`src/rtl/imm_gen_pipe.sv`:
```
// ---------------------------------------------------------------------------
// imm_gen_pipe
//
// Registered, flow-controlled immediate generator for the decode stage of the
// pipelined RV32/RV64 core. Each accepted instruction word is decoded into a
// sign- or zero-extended XLEN-wide immediate. The block also produces a format
// code, an illegal-encoding flag and the PC-relative target (pc + imm). A
// two-entry buffer (output register + skid register) sits in front of the
// outputs, so decode can stall without losing instructions.
//
// Parameters
//   XLEN     datapath width, 32 or 64
//   RV64_W   1 (with XLEN=64): decode OP-IMM-32 (0011011) as I/SHAMT
//            0: treat OP-IMM-32 as illegal
//
// Ports
//   clk        in   1     clock, rising edge
//   rst_n      in   1     asynchronous reset, active-low
//   flush      in   1     synchronous drop of all buffered entries
//   in_valid   in   1     upstream presents a valid ir/pc
//   in_ready   out  1     block can accept this cycle (registered)
//   ir         in   32    instruction word
//   pc         in   XLEN  instruction address
//   out_valid  out  1     output entry valid
//   out_ready  in   1     downstream accepts the output entry
//   imm        out  XLEN  generated immediate
//   fmt        out  3     0=I 1=S 2=B 3=U 4=J 5=SHAMT
//   target     out  XLEN  (pc + imm) mod 2^XLEN
//   illegal    out  1     encoding not recognised
// ---------------------------------------------------------------------------
module imm_gen_pipe #(
    parameter int XLEN   = 32,
    parameter bit RV64_W = 1'b0
) (
    input  logic            clk,
    input  logic            rst_n,
    input  logic            flush,
    input  logic            in_valid,
    output logic            in_ready,
    input  logic [31:0]     ir,
    input  logic [XLEN-1:0] pc,
    output logic            out_valid,
    input  logic            out_ready,
    output logic [XLEN-1:0] imm,
    output logic [2:0]      fmt,
    output logic [XLEN-1:0] target,
    output logic            illegal
);

    // Format codes
    localparam logic [2:0] FMT_I     = 3'd0;
    localparam logic [2:0] FMT_S     = 3'd1;
    localparam logic [2:0] FMT_B     = 3'd2;
    localparam logic [2:0] FMT_U     = 3'd3;
    localparam logic [2:0] FMT_J     = 3'd4;
    localparam logic [2:0] FMT_SHAMT = 3'd5;

    // Major opcodes that carry an immediate
    localparam logic [6:0] OPC_OP_IMM    = 7'b0010011;
    localparam logic [6:0] OPC_LOAD      = 7'b0000011;
    localparam logic [6:0] OPC_JALR      = 7'b1100111;
    localparam logic [6:0] OPC_STORE     = 7'b0100011;
    localparam logic [6:0] OPC_BRANCH    = 7'b1100011;
    localparam logic [6:0] OPC_LUI       = 7'b0110111;
    localparam logic [6:0] OPC_AUIPC     = 7'b0010111;
    localparam logic [6:0] OPC_JAL       = 7'b1101111;
    localparam logic [6:0] OPC_OP_IMM_32 = 7'b0011011;

    // OP-IMM-32 exists only on RV64 builds that enable the W instructions
    localparam bit W_EN = (XLEN == 64) && (RV64_W == 1'b1);

    // Buffered entry layout: {imm, target, fmt, illegal}
    localparam int EW = 2 * XLEN + 4;

    // -----------------------------------------------------------------------
    // Immediate candidates, one per format
    // -----------------------------------------------------------------------
    logic [XLEN-1:0] w_imm_i;
    logic [XLEN-1:0] w_imm_s;
    logic [XLEN-1:0] w_imm_b;
    logic [XLEN-1:0] w_imm_u;
    logic [XLEN-1:0] w_imm_j;
    logic [XLEN-1:0] w_imm_sh;
    logic [XLEN-1:0] w_imm_shw;
    logic [5:0]      w_shamt;
    logic            w_is_shift;

    assign w_imm_i = {{(XLEN-12){ir[31]}}, ir[31:20]};
    assign w_imm_s = {{(XLEN-12){ir[31]}}, ir[31:25], ir[11:7]};
    assign w_imm_b = {{(XLEN-12){ir[31]}}, ir[7], ir[30:25], ir[11:8], 1'b0};
    // U-type: ir[31] sits at bit 31 and is replicated above it on RV64
    assign w_imm_u = {{(XLEN-31){ir[31]}}, ir[30:12], 12'b0};
    assign w_imm_j = {{(XLEN-20){ir[31]}}, ir[19:12], ir[20], ir[30:21], 1'b0};

    // Shift amounts are unsigned and exclude the funct7/funct6 field, so
    // srai's 0x400 marker bit never leaks into the immediate.
    assign w_shamt   = (XLEN == 64) ? ir[25:20] : {1'b0, ir[24:20]};
    assign w_imm_sh  = {{(XLEN-6){1'b0}}, w_shamt};
    // Word shifts are always 5-bit, even on RV64
    assign w_imm_shw = {{(XLEN-5){1'b0}}, ir[24:20]};

    // funct3 001 (sll*) and 101 (srl*/sra*) are the immediate shifts
    assign w_is_shift = (ir[14:12] == 3'b001) || (ir[14:12] == 3'b101);

    // -----------------------------------------------------------------------
    // Format select
    // -----------------------------------------------------------------------
    logic [XLEN-1:0] w_imm;
    logic [2:0]      w_fmt;
    logic            w_illegal;
    logic [XLEN-1:0] w_target;
    logic [EW-1:0]   w_entry;

    always_comb begin
        // NOTE: every output of this block gets a default first, so no path
        // through the case can leave one unassigned and infer a latch.
        w_imm     = w_imm_i;
        w_fmt     = FMT_I;
        w_illegal = 1'b0;
        // Every legal opcode ends in 2'b11, so a compressed or otherwise
        // malformed word (ir[1:0] != 2'b11) always lands in the default arm.
        case (ir[6:0])
            OPC_OP_IMM: begin
                if (w_is_shift) begin
                    w_imm = w_imm_sh;
                    w_fmt = FMT_SHAMT;
                end
            end
            OPC_LOAD, OPC_JALR: begin
                w_imm = w_imm_i;
                w_fmt = FMT_I;
            end
            OPC_STORE: begin
                w_imm = w_imm_s;
                w_fmt = FMT_S;
            end
            OPC_BRANCH: begin
                w_imm = w_imm_b;
                w_fmt = FMT_B;
            end
            OPC_LUI, OPC_AUIPC: begin
                w_imm = w_imm_u;
                w_fmt = FMT_U;
            end
            OPC_JAL: begin
                w_imm = w_imm_j;
                w_fmt = FMT_J;
            end
            OPC_OP_IMM_32: begin
                if (W_EN) begin
                    if (w_is_shift) begin
                        w_imm = w_imm_shw;
                        w_fmt = FMT_SHAMT;
                    end
                end else begin
                    w_illegal = 1'b1;
                end
            end
            default: begin
                w_illegal = 1'b1;
            end
        endcase
    end

    // The target is computed for every entry. Only B/J/AUIPC consumers use it.
    assign w_target = pc + w_imm;
    assign w_entry  = {w_imm, w_target, w_fmt, w_illegal};

    // -----------------------------------------------------------------------
    // Two-entry buffer: output register (OR) plus skid register (SR)
    // -----------------------------------------------------------------------
    logic          r_or_valid;
    logic [EW-1:0] r_or_data;
    logic          r_sr_valid;
    logic [EW-1:0] r_sr_data;
    logic          w_accept;
    logic          w_pop;

    // in_ready depends only on a flop, never on out_ready, so the upstream
    // handshake has no combinational path through this block.
    assign in_ready = ~r_sr_valid;
    assign w_accept = in_valid & in_ready;
    assign w_pop    = r_or_valid & out_ready;

    always_ff @(posedge clk or negedge rst_n) begin
        if (!rst_n) begin
            // NOTE: payload registers are reset as well as the valid bits,
            // because imm/target/fmt/illegal must read zero during reset.
            r_or_valid <= 1'b0;
            r_or_data  <= '0;
            r_sr_valid <= 1'b0;
            r_sr_data  <= '0;
        end else if (flush) begin
            // A flush wins over a same-cycle accept, which is dropped
            r_or_valid <= 1'b0;
            r_sr_valid <= 1'b0;
        end else if (w_pop) begin
            if (r_sr_valid) begin
                // The skid entry moves up. No accept can happen in this
                // cycle, because in_ready was low while SR was full.
                // NOTE: non-blocking assignments let OR read SR's old value
                // in the same edge that clears SR, independent of order.
                r_or_data  <= r_sr_data;
                r_sr_valid <= 1'b0;
            end else if (w_accept) begin
                // Back-to-back streaming: OR drains and refills in one edge
                r_or_data  <= w_entry;
            end else begin
                r_or_valid <= 1'b0;
            end
        end else if (w_accept) begin
            if (!r_or_valid) begin
                r_or_valid <= 1'b1;
                r_or_data  <= w_entry;
            end else begin
                // OR is held by the consumer, so the new entry parks in SR
                r_sr_valid <= 1'b1;
                r_sr_data  <= w_entry;
            end
        end
    end

    // -----------------------------------------------------------------------
    // Outputs come straight from OR, so they are stable while stalled
    // -----------------------------------------------------------------------
    assign out_valid = r_or_valid;
    assign imm       = r_or_data[EW-1 -: XLEN];
    assign target    = r_or_data[XLEN+3 : 4];
    assign fmt       = r_or_data[3:1];
    assign illegal   = r_or_data[0];

endmodule

```
`config.mk`:
```
export PLATFORM = sky130hd
export DESIGN_NAME = imm_gen_pipe
export DESIGN_NICKNAME = d
export VERILOG_FILES = /design/src/rtl/imm_gen_pipe.sv
export SDC_FILE = /design/constraint.sdc
export NUM_CORES = 1
export LEC_CHECK = 0
export BUFFER_PORTS_ARGS = -buffer_cell sky130_fd_sc_hd__buf_2
export CAP_MARGIN = 10
export CORE_ASPECT_RATIO = 0.5
export CORE_MARGIN = 2
export CORE_UTILIZATION = 48
export DETAILED_ROUTE_END_ITERATION = 16
export PLACE_DENSITY = 0.7
export SLEW_MARGIN = 10
export SYNTH_ARGS = -nofsm -noshare
export SYNTH_HDL_FRONTEND = slang
export SYNTH_SLANG_ARGS = --single-unit
```
`constraint.sdc`:
```
create_clock -name clk -period 3.4 [get_ports clk]
set_input_delay 0.34 -clock clk [delete_from_list [all_inputs] [get_ports clk]]
set_output_delay 0.34 -clock clk [all_outputs]
set_load 0.005 [all_outputs]
```
After elaboration in Yosys (flattened, before gate mapping):

Index checks and enable logic that the tools add are counted.

* bits of input ports: 69
* output and inout port bits: 70
* bits in registers: 138

* reductions and logical operators: 11
* eq/ne operators: 13
* muxes and demuxes: 19
* bitwise logic cells: 5
* $add $sub $neg: 1

Operator list (count)
* $mux W68: 5
* $pmux W32 S5: 1
* $add A32 B32 Y32: 1
* $mux W32: 1
* $eq A7 B7 Y1 const B: 3
* $pmux W3 S5: 1
* $eq A7 B5 Y1 const B: 2
* $eq A7 B6 Y1 const B: 2
* $mux W1: 10
* $reduce_and A4 Y1: 2
* $reduce_or A8 Y1: 1
* $eq A7 B2 Y1 const B: 1
* $ne A3 B3 Y1 const B: 2
* $reduce_bool A3 Y1: 2
* $reduce_bool A2 Y1: 2
* $eq A3 B1 Y1 const B: 1
* $eq A3 B3 Y1 const B: 1
* $mux W3: 1
* $not A1 Y1: 3
* $reduce_and A3 Y1: 1
* $and A1 B1 Y1: 2
* $ne A2 B1 Y1 const B: 1
* $reduce_and A2 Y1: 1
* $reduce_or A2 Y1: 1
* $logic_or A1 B1 Y1: 1

Logic depth before layout (Yosys ltp):

Gate-level depths: netlist of run 1.

* depth after elaboration: 8
* mapped depth: 17
* mapped depth without buffers: 15

Least setup slack after synthesis of run 1:

Ideal clock, no wire load.

* path type: input to register
* start: input ir[6]
* end: register r_or_data[29]
* buffers on the path: 3
* path slack: -169 ps
* data required time: 3274 ps
* library setup time: 126 ps
* stages: 16
* arrival: 3443 ps
* path through: buf_2 > nor4bb_1 > and2_1 > o21ai_0 > nand2_1 > clkbuf_1 > nand2_1 > ha_1 > buf_2 > and4_1 > and2_2 > nor2b_2 > o211ai_2 > or4b_4 > mux2i_1 > nand3_1

* cells in the longest elaborated chain, start to end: 7

Ends and longest elaborated chain
* start: declaration: line 40 `input logic [31:0] ir,`
* $eq A7 B6 Y1 / $eq A7 B5 Y1 (equally long branches): line 122 `case (ir[6:0])`
* $reduce_or A2 Y1
* $pmux W32 S5 *: line 122
* named net w_imm[15]: line 108 `logic [XLEN-1:0] w_imm;`
* $add A32 B32 Y32 *: line 166 `assign w_target = pc + w_imm;`
* $mux W68, on equally long branches: line 212, 205
* $mux W68, on equally long branches: line 211, 198
* $mux W68 *: line 197 `end else if (w_pop) begin`
* end signal: assignment: line 203 `r_or_data <= r_sr_data;`
* end signal: assignment: line 207 `r_or_data <= w_entry;`
* end signal: assignment: line 214 `r_or_data <= w_entry;`
* end: declaration: line 173 `logic [EW-1:0] r_or_data;`

Mark *: on every way through the listed nets, which the timed path passes. The rest lies on a longest branch. The select of a mux whose other input is x is not followed.
A chain may end at the register's enable or synchronous reset.

Worst setup path in the final report of run 1:

* start: input ir[6]
* end: register r_or_data[31]

Same word-level chain as after synthesis.

==> results.md, run 1 <==
- Final global-route overflow total: 0
- Total wirelength of the detailed-routed design: 25300 µm
- Wire length of the first global-routing pass: 40000 µm
- Fraction of synthesized cell area taken by the top area cell type: 0.421
- Slew Limit Fails: 0
- Total routing usage reported by global routing: 0.286
- Vias in the first global route: 7689
- Switching portion of total power: 0.327
- Layout cell share with drive strength beyond 1: 0.300
- Post-synth cell types: 78
- Clock slew at reported path FFs: 0.06 ns
- Largest net degree at the start of global routing: 112
- Signed area change from the synthesized netlist to the final layout: 29.5%
- Count of endpoints failing setup in the final report: 0
- Worst Reg-to-Reg Cells: 6
- Slew at the pin closest to its max-slew limit: 1.02 ns
- Number of warning messages in the yosys log: 0
- Number of antenna-violating nets in the routed design: 0
- Total of flip-flops plus latches after synthesis: 138
- Cell area after layout: 0.0106 mm²
- Run status: complete, no violations
- Data arrival, critical path: 3.52 ns
- Most used standard cells in the synthesized netlist: 188 x nand2_1, 138 x dfrtp_1, 84 x a21oi_1
- Max-cap check violation count: 0
- Starting density of the core: 0.495
- Post-synthesis instance area: 0.00820 mm²
- Longest individual stage delay on the worst path: 0.37 ns
- Fraction of power consumed by sequential logic: 0.410
- Cell type group with the largest total delay on the critical path: compound AO/OA/AOI/OAI gates
- Vertical die dimension: 96.4 µm
- Initial antenna violation count: 1
- DP HPWL: 18600 µm
- Required arrival time at the worst endpoint: 3.70 ns
- WHS: 0.0686 ns
- Clock insertion delay at the later pin of the skew report: 0.42 ns
- Classification of the worst-slack hold path: primary input to asynchronous set/reset pin
- Overall die width: 189 µm
- Hold Buf Count CTS: 0
- Power density normalized to cell area: 528 mW/mm²
- Number of hold violations in the final report: 0
- Mapped Cells: 961
- Number of remaining DRC errors: 0
- Seq/Total Area, Yosys: 0.421
- Most numerous cell in the Yosys netlist: nand2_1
- Area inside the core boundary: 0.0166 mm²
- Synth top area cells: dfrtp_1 42%, nand2_1 8.6%, a21oi_1 5.1%
- Number of buffers on the longest clock path: 2
- Number of antenna cells inserted: 0
- Number of buffers created by CTS: 17
- Peak Freq: 0.311 GHz
- Deepest level of the CTS H-tree: 4
- Setup crit start kind: primary input
- Post-synth net total: 1062
- Largest voltage drop on the vdd net: 303 µV
- Worst-path cell chain: buf_2, nand4bb_1, nor2_1, nor2_1, a22oi_2, inv_1, ha_1, a211o_1, a211oi_2, buf_4, or4b_1, nand2_2, a311oi_2, xnor2_1, a221o_1
- Worst setup EP type: register
- Maximum fanout along the worst path: 8
- Power spent charging and discharging nets: 1.83 mW
- Crit path buf inv count: 3
- Setup ws final: 0.182 ns
- Final std cells w/o fill: 1446
- Setup tns final: 0 ns
- Post-Place Worst Slack: -0.226 ns
- Via count: 8042
- Port Buffer Count: 138
- Per-instance average area after synthesis: 8.53 µm²
- Worst slew margin relative to its limit: 0.317
- Routability congestion estimate: 0.938
- Flip-flop cell with the highest count after synthesis: dfrtp_1
- RSZ-0062 raised after global routing: yes
- Slowest cell on the critical path: a311oi_2
- Ratio of routed vias to standard cells: 5.56
- Comb power frac: 0.285
- WS Path Type: primary input to register
- Overall die area: 0.0182 mm²
- TritonCTS Sinks: 138
- FFs w/ async S/R, synth: 1.00
- Number of cells in the design after placement: 1414
- Most repeated library cell on the critical path: nor2_1
- Boundary pin count: 139
- Routed length per placed instance: 17.5 µm
- Core Rows: 33
- Clock tree from TritonCTS: yes
- Internal Dissipation: 3.77 mW
- Period Utilization, post-route: 0.946
- Fin Clk Skew: 0.0115 ns
- Total number of cells along the worst setup path: 15
- First drt pass iteration count: 5
- Time the worst path needs with I/O delays and setup: 3.22 ns
- Portion of total power attributed to the clock network: 0.305
- Post-place instance area: 0.0101 mm²
- Initial DRC Count: 650
- Area leader, netlist: dfrtp_1
- Number of nets in the final layout: 1307
- Cell chosen for the clock root: clkbuf_16
- Number of enable flip-flop cells after synthesis: 0
- Leakage power figure: 5.29 nW
[sequential cells by signal (all words and copies together), names as in the netlist]
register,flops
out_valid,1
r_sr_valid,1
r_or_data,68
r_sr_data,68
[through the flow]
stage / total power [mW] / utilization
floorplan: 3.15 / -
global route: 5.94 / 0.641
CTS: 5.62 / 0.640
detailed placement: 3.90 / 0.608
finish: 5.61 / 0.641
global placement: 3.84 / 0.608
[final timing paths]
check,startpoint,to,slack [ns]
max,ir[6],r_or_data[31],0.18
min,rst_n,r_sr_data[16],0.07
max reg2reg,r_sr_valid,r_sr_data[6],0.98
min reg2reg,r_sr_data[63],r_sr_data[63],0.47
max in group asynchronous,rst_n,r_sr_data[37],2.51
min in group clk,flush,out_valid,0.16
[worst register-to-register path: stages (launching register included)]
cell and delay, ns:
dfrtp_1 0.43, inv_1 0.13, nand2_1 0.10, or4_2 0.92, buf_4 0.41, nand2_1 0.19
o21ai_0 0.10
[routing by layer]
layer	vias up	part of all wire	routed length (µm)	track usage
li1	3881	-	-	-
met1	3870	0.48	12200	0.406
met2	266	0.43	11000	0.453
met3	25	0.071	1800	0.0571
met4	0	0.011	274	0.0723
met5	-	0	0	0
[what timing repair did]
action / 4_1_cts / 5_1_grt
resized for setup: 0 / 6
endpoints found under the setup margin: 0 / 12
buffers inserted: 0 / 0
[placed cells by master (no fill, tap or decap), types with 31 or more instances in the layout]
cell type	instances
nand2_1	187
o21ai_0	71
buf_2	137
a21oi_1	83
dfrtp_1	138
buf_4	152
ha_1	31
o21ai_1	33
nor2_1	66
[power groups by stage]
stage          clock network (mW)  registers [mW]  logic [mW]
6_report                     1.71            2.30        1.60
5_1_grt                      1.82            2.35        1.78
4_1_cts                      1.73            2.30        1.59
3_5_place_dp                    0            2.32        1.58
3_3_place_gp                    0            2.30        1.54
2_1_floorplan                   0            2.30       0.851
[cell families after synthesis]
logic type               count (synthesis)  share of synthesized area
AND/OR/NAND/NOR                        364                      0.204
AO/OA/AOI/OAI                          292                      0.216
flip-flops                             138                      0.421
XOR/XNOR                                27                     0.0289
buffers and inverters                   80                     0.0437
adder cells (fa/ha/maj)                 32                     0.0498
multiplexers                            28                     0.0362
[area by class of cell]
cell class / instances / area, µm²
well taps: 227 / 284
fillers: 1423 / 5940
clock buffers: 20 / 437
multi-input cells: 743 / 4450
repair buffers: 290 / 1840
flip-flops and latches: 138 / 3450
inverters: 16 / 60.1
clock inverters: 12 / 92.6
(Power assumes the default switching activity.)
==> run 2, diff against run 1 <==
--- a/config.mk
+++ b/config.mk
@@ -5,13 +5,15 @@
 export SDC_FILE = /design/constraint.sdc
 export NUM_CORES = 1
 export LEC_CHECK = 0
+export ABC_AREA = 1
 export BUFFER_PORTS_ARGS = -buffer_cell sky130_fd_sc_hd__buf_2
 export CAP_MARGIN = 10
 export CORE_ASPECT_RATIO = 0.5
 export CORE_MARGIN = 2
 export CORE_UTILIZATION = 48
 export DETAILED_ROUTE_END_ITERATION = 16
-export PLACE_DENSITY = 0.7
+export GPL_ROUTABILITY_DRIVEN = 0
+export PLACE_DENSITY = 0.69
 export SLEW_MARGIN = 10
 export SYNTH_ARGS = -nofsm -noshare
 export SYNTH_HDL_FRONTEND = slang
==> run 2 against run 1 <==
  * Via count up 13%
  * Power rose by 2.2%
  * Largest power group unchanged
  * Register-to-register slack improved by 0.43 ns
  * Clock-buffer cell count down 2
  * Die area rose by 9.4%
  * Largest cell class unchanged
  * First-iteration DRC count rose by 9.4%
  * Core utilization down 6.9 points
  * Global-route usage down 0.58 points
  * Non-clock buffer count shrank 137
  * Critical endpoint is now r_or_data[22]
==> results.md, run 2 <==
- Slew Limit Fails: 0
- Core Rows: 35
- Number of buffers on the longest clock path: 2
- Power spent charging and discharging nets: 1.97 mW
- Vertical die dimension: 101 µm
- Post-Place Worst Slack: -0.0340 ns
- Largest voltage drop on the vdd net: 382 µV
- Total of flip-flops plus latches after synthesis: 138
- Number of nets in the final layout: 1572
- Maximum fanout along the worst path: 7
- Worst slew margin relative to its limit: 0.476
- Vias in the first global route: 8405
- Total routing usage reported by global routing: 0.280
- Pwr Total: 5.73 mW
- Power density normalized to cell area: 545 mW/mm²
- Final global-route overflow total: 0
- Area inside the core boundary: 0.0184 mm²
- Peak Freq: 0.323 GHz
- Per-instance average area after synthesis: 6.68 µm²
- Setup crit start kind: primary input
- Setup ws final: 0.306 ns
- Post-synth net total: 1446
- Hold Path Stages: 4
- Resize count post-CTS: 0
- Post-synthesis instance area: 0.00899 mm²
- Overall die width: 198 µm
- Worst setup EP type: register
- Layout Utilization: 0.572
- Clock insertion delay at the later pin of the skew report: 0.43 ns
- Via count: 9079
- Clock tree from TritonCTS: yes
- Most used standard cells in the synthesized netlist: 483 x nand2_1, 189 x inv_1, 138 x dfrtp_1
- FFs w/ async S/R, synth: 1.00
- Port Buffer Count: 138
- Run status: complete, no violations
- Total wirelength of the detailed-routed design: 27000 µm
- Period Utilization, post-route: 0.910
- Layout cell share with drive strength beyond 1: 0.149
- Portion of total power attributed to the clock network: 0.335
- RSZ-0062 raised after global routing: no
- Number of remaining DRC errors: 0
- Data arrival, critical path: 3.45 ns
- Number of warning messages in the yosys log: 0
- Deepest level of the CTS H-tree: 4
- Time the worst path needs with I/O delays and setup: 3.09 ns
- Initial DRC Count: 711
- Combined area of the multi-input logic cells: 0.00458 mm²
- Cell chosen for the clock root: clkbuf_16
- Overall die area: 0.0199 mm²
- Max-cap check violation count: 0
- Worst Reg-to-Reg Cells: 7
- First drt pass iteration count: 6
- Worst reg2reg endpoint: r_sr_data[8]
- Setup slack, reg-to-reg: 1.41 ns
- Comb power frac: 0.265
- Switching portion of total power: 0.343
- Number of enable flip-flop cells after synthesis: 0
- Clock slew at reported path FFs: 0.07 ns
- Initial antenna violation count: 0
- Fraction of synthesized cell area taken by the top area cell type: 0.384
- Post-synth cell types: 41
- DP HPWL: 20100 µm
- WS Path Type: primary input to register
- Routed length per placed instance: 15.6 µm
- Slew at the pin closest to its max-slew limit: 0.786 ns
- TritonCTS Sinks: 138
- Fin Clk Skew: 0.00926 ns
- Beginning of the critical path: ir[6]
- Number of antenna cells inserted: 0
- Commonest non-fill, non-tap cells in the layout: 482 x nand2_1, 189 x inv_1, 138 x dfrtp_1, 137 x buf_2, 122 x nor2_1
- Internal Dissipation: 3.76 mW
- Required arrival time at the worst endpoint: 3.76 ns
- Top Registers: r_or_data (68), r_sr_data (68)
- Number of hold violations in the final report: 0
- Classification of the worst-slack hold path: primary input to register
- Area occupied by registers: 0.00345 mm²
- Ratio of routed vias to standard cells: 5.27
- Starting density of the core: 0.489
- Synth top area cells: dfrtp_1 38%, nand2_1 20%, inv_1 7.9%
- Number of buffers created by CTS: 17
- Area leader, netlist: dfrtp_1
- Fraction of power consumed by sequential logic: 0.400
- Boundary pin count: 139
- Signed area change from the synthesized netlist to the final layout: 17.0%
- Leakage power figure: 6.02 nW
- Mapped Cells: 1345
- Most numerous cell in the Yosys netlist: nand2_1
- Worst r2r src: r_sr_valid
- Flip-flop cell with the highest count after synthesis: dfrtp_1
- Count of endpoints failing setup in the final report: 0
- Fillers: 1793
- Seq/Total Area, Yosys: 0.384
- Number of antenna-violating nets in the routed design: 0
- Critical Path Sink: r_or_data[22]
- Largest net degree at the start of global routing: 110
- Leading cell type in the layout, fill and taps excluded: nand2_1
- Wire length of the first global-routing pass: 42900 µm
run 2: cell types whose count changed in the layout (fill, tap and decap cells not counted), sizes merged, moves of 10 or more:
| cell | previous run | this run |
|---|---|---|
| nand2 | 189 | 494 |
| o21ai | 105 | 94 |
| mux2 | 13 | 0 |
| mux2i | 15 | 0 |
| xnor2 | 19 | 3 |
| and2 | 12 | 2 |
| and3 | 21 | 1 |
| a21o | 20 | 0 |
| inv | 20 | 207 |
| buf | 290 | 152 |
| nor2 | 66 | 126 |
| nand3 | 19 | 64 |
run 2: worst min-delay path by stage:
stage                  to  slack [ns]   from
2_1_floorplan   out_valid        0.04  rst_n
3_3_place_gp    out_valid        0.31  rst_n
3_5_place_dp    out_valid        0.31  rst_n
4_1_cts        r_sr_valid        0.20  flush
5_1_grt         out_valid        0.23  flush
6_report        out_valid        0.21  flush
run 2: cell families after synthesis:
kind of cell,synth area share
buffers and inverters,0.108
AO/OA/AOI/OAI,0.115
adder cells (fa/ha/maj),0.0454
XOR/XNOR,0.0127
AND/OR/NAND/NOR,0.335
flip-flops,0.384
run 2: per-layer routing:
layer | share of wire | global-route usage
met5 | 0 | 0
met4 | 0.019 | 0.0833
met3 | 0.073 | 0.0549
met2 | 0.42 | 0.423
met1 | 0.49 | 0.409
run 2: critical path, cell delays in order:
cell	delay [ns]
buf_2	0.10
inv_2	0.08
nand2_1	0.07
nor2_1	0.24
nand2_4	0.12
nand4_4	0.16
nand2_2	0.10
o21ai_1	0.32
inv_1	0.18
ha_1	0.40
nand2_1	0.11
nor2_1	0.24
inv_1	0.07
nor2_1	0.28
nand4_1	0.19
nand3_1	0.13
nand2_1	0.07
nand2_1	0.06
nor2_1	0.04
o21ai_1	0.14
run 2: cell type report:
type / instances / share of cell area
Multi-Input combinational cell: 960 / 0.436
Sequential cell: 138 / 0.328
Timing Repair Buffer: 153 / 0.0796
Inverter: 201 / 0.0717
Clock buffer: 18 / 0.0408
Tap cell: 240 / 0.0285
Clock inverter: 14 / 0.0152
run 2: per-stage QoR:
step | instances | setup TNS (ns) | hold slack [ns] | cell area [µm²]
final | 1724 | 0 | 0.211 | 10500
after global routing | 1724 | 0 | 0.229 | 10500
after CTS | 1724 | 0 | 0.204 | 10500
after floorplan | 1345 | 0 | 0.0444 | 8990
after global placement | 1691 | 0 | 0.305 | 9920
after detailed placement | 1691 | -0.0340 | 0.309 | 9920
run 2: what timing repair did:
item,CTS,global route
endpoints found under the setup margin,0,0
hold buffers,1,0
endpoints found under the hold margin,43,0
buffers inserted,0,0
run 2: power by group through the flow:
stage	Clock [mW]	Sequential [mW]	Combinational, mW
global placement	0	2.31	1.46
CTS	1.93	2.29	1.51
finish	1.92	2.29	1.52
global route	2.00	2.35	1.73
detailed placement	0	2.32	1.50
floorplan	0	2.30	0.922
==> run 3, diff against run 2 <==
--- a/config.mk
+++ b/config.mk
@@ -14,6 +14,7 @@
 export DETAILED_ROUTE_END_ITERATION = 16
 export GPL_ROUTABILITY_DRIVEN = 0
 export PLACE_DENSITY = 0.69
+export RECOVER_POWER = 25
 export SLEW_MARGIN = 10
 export SYNTH_ARGS = -nofsm -noshare
 export SYNTH_HDL_FRONTEND = slang
==> run 3 against run 2 <==
  * First-iteration DRC count stayed put
  * Maximum frequency is 0.28% lower
  * Clock power hardly changed
  * Register-to-register slack worse by 0.05 ns
  * Critical path type unchanged
  * The run now ends with max-capacitance violations, max-slew violations left
  * Highest routed layer unchanged
==> results.md, run 3 (synthesis results as in run 2) <==
- Run status: finished, violations left
- Failing checks: max-capacitance violations, max-slew violations
- Beginning of the critical path: ir[6]
- Pwr Total: 5.73 mW
- Core Rows: 35
- Number of hold violations in the final report: 0
- Crit path buf inv count: 4
- Vertical die dimension: 101 µm
- Maximum fanout along the worst path: 7
- Met3 demand-to-capacity share in global routing: 0.0549
- Layout Utilization: 0.572
- Starting density of the core: 0.489
- Vias in the first global route: 8405
- Number of nets in the final layout: 1572
- Required arrival time at the worst endpoint: 3.76 ns
- Power density normalized to cell area: 545 mW/mm²
- Peak Freq: 0.322 GHz
- Worst setup EP type: register
- Number of buffers on the longest clock path: 2
- First drt pass iteration count: 6
- Commonest non-fill, non-tap cells in the layout: 482 x nand2_1, 190 x inv_1, 138 x dfrtp_1, 137 x buf_2, 122 x nor2_1
- Initial antenna violation count: 0
- Met1 usage in global routing: 0.409
- Worst r2r src: r_sr_valid
- Leakage power figure: 6.01 nW
- Wire length of the first global-routing pass: 42900 µm
- Total wirelength of the detailed-routed design: 26900 µm
- Number of buffers created by CTS: 17
- Number of antenna cells inserted: 0
- Cell chosen for the clock root: clkbuf_16
- DP HPWL: 20100 µm
- Final global-route overflow total: 0
- Worst slew margin relative to its limit: -0.500
- Setup crit start kind: primary input
- Time the worst path needs with I/O delays and setup: 3.10 ns
- Number of remaining DRC errors: 0
- Fillers: 1794
- Classification of the worst-slack hold path: primary input to register
- Signed area change from the synthesized netlist to the final layout: 17.0%
- Layout cell share with drive strength beyond 1: 0.148
- Total routing usage reported by global routing: 0.280
- Clock tree from TritonCTS: yes
- Setup ws final: 0.298 ns
- Area inside the core boundary: 0.0184 mm²
- Slowest cell on the critical path: ha_1
- Overall die area: 0.0199 mm²
- Post-Place Worst Slack: -0.0340 ns
- Leading cell type in the layout, fill and taps excluded: nand2_1
- Overall die width: 198 µm
- Largest voltage drop on the vdd net: 382 µV
- Data arrival, critical path: 3.46 ns
- Port Buffer Count: 138
- Cell type group with the largest total delay on the critical path: simple AND/OR/NAND/NOR gates
- WHS: 0.212 ns
- Largest net degree at the start of global routing: 110
- Clock insertion delay at the later pin of the skew report: 0.43 ns
- Max-cap check violation count: 1
- Number of antenna-violating nets in the routed design: 0
- Routed length per placed instance: 15.6 µm
- Routing usage on met2: 0.423
- Count of endpoints failing setup in the final report: 0
- Boundary pin count: 139
- Initial DRC Count: 711
- Clock slew at reported path FFs: 0.07 ns
- Worst-path cell chain: buf_2, inv_2, nand2_1, nor2_1, nand2_4, nand4_4, nand2_2, o21ai_1, inv_1, ha_1, nand2_1, nor2_1, inv_1, nor2_1, nand4_1, nand3_1, nand2_1, nand2_1, nor2_1, o21ai_1
- Period Utilization, post-route: 0.912
- Worst Reg-to-Reg Cells: 7
- WS Path Type: primary input to register
- TritonCTS Sinks: 138
- Longest individual stage delay on the worst path: 0.40 ns
- Slew at the pin closest to its max-slew limit: 2.25 ns
- Top Registers: r_or_data (68), r_sr_data (68)
- Slew Limit Fails: 45
- Via count: 9080
- RSZ-0062 raised after global routing: no
- Fin Clk Skew: 0.00971 ns
- GRT Max-Usage Layer: met2
- Deepest level of the CTS H-tree: 4
- Ratio of routed vias to standard cells: 5.27
- Hold Path Origin: flush
- Hold Path Stages: 4
- Setup tns final: 0 ns
- Total number of cells along the worst setup path: 20
[run 3: worst paths after layout]
| path | to | slack (ns) |
|---|---|---|
| worst max-delay path | r_or_data[22] | 0.30 |
| worst min-delay path | out_valid | 0.21 |
| worst max register to register | r_sr_data[8] | 1.36 |
| worst min register to register | r_or_data[24] | 0.47 |
| max in group asynchronous | r_sr_data[26] | 0.57 |
| min in group asynchronous | r_or_data[44] | 1.30 |
[run 3: final cells by class]
cell class | instances | area, µm² | area share
multi-input combinational | 960 | 4580 | 0.436
timing repair buffer | 153 | 836 | 0.0795
sequential | 138 | 3450 | 0.328
clock buffer | 18 | 429 | 0.0408
clock inverter | 14 | 160 | 0.0152
tap | 240 | 300 | 0.0286
inverter | 201 | 754 | 0.0717
[run 3: per-stage QoR]
step,instances,instance area [µm²]
after floorplan,1345,8990
after global placement,1691,9920
after detailed placement,1691,9920
after CTS,1724,10500
after global routing,1724,10500
final,1724,10500
[run 3: metal layers]
layer / part of all wire / routed length [µm]
met5: 0 / 0
met3: 0.075 / 2020
met4: 0.019 / 513
met2: 0.42 / 11400
met1: 0.48 / 13000
[run 3: worst min-delay path, stage by stage]
cell and delay [ns]:
buf_2 0.09, inv_1 0.05, nand3_1 0.07, nand2_1 0.04
[run 3: report_power, final]
| part | internal, mW | switching, mW |
|---|---|---|
| sequential | 2.08 | 0.213 |
| clock | 1.10 | 0.818 |
| combinational | 0.582 | 0.933 |
[run 3: timing repair]
action	in CTS	in global routing
buffers inserted	0	0
hold buffers	1	0
gates resized for setup	0	0
endpoints found under the hold margin	43	0
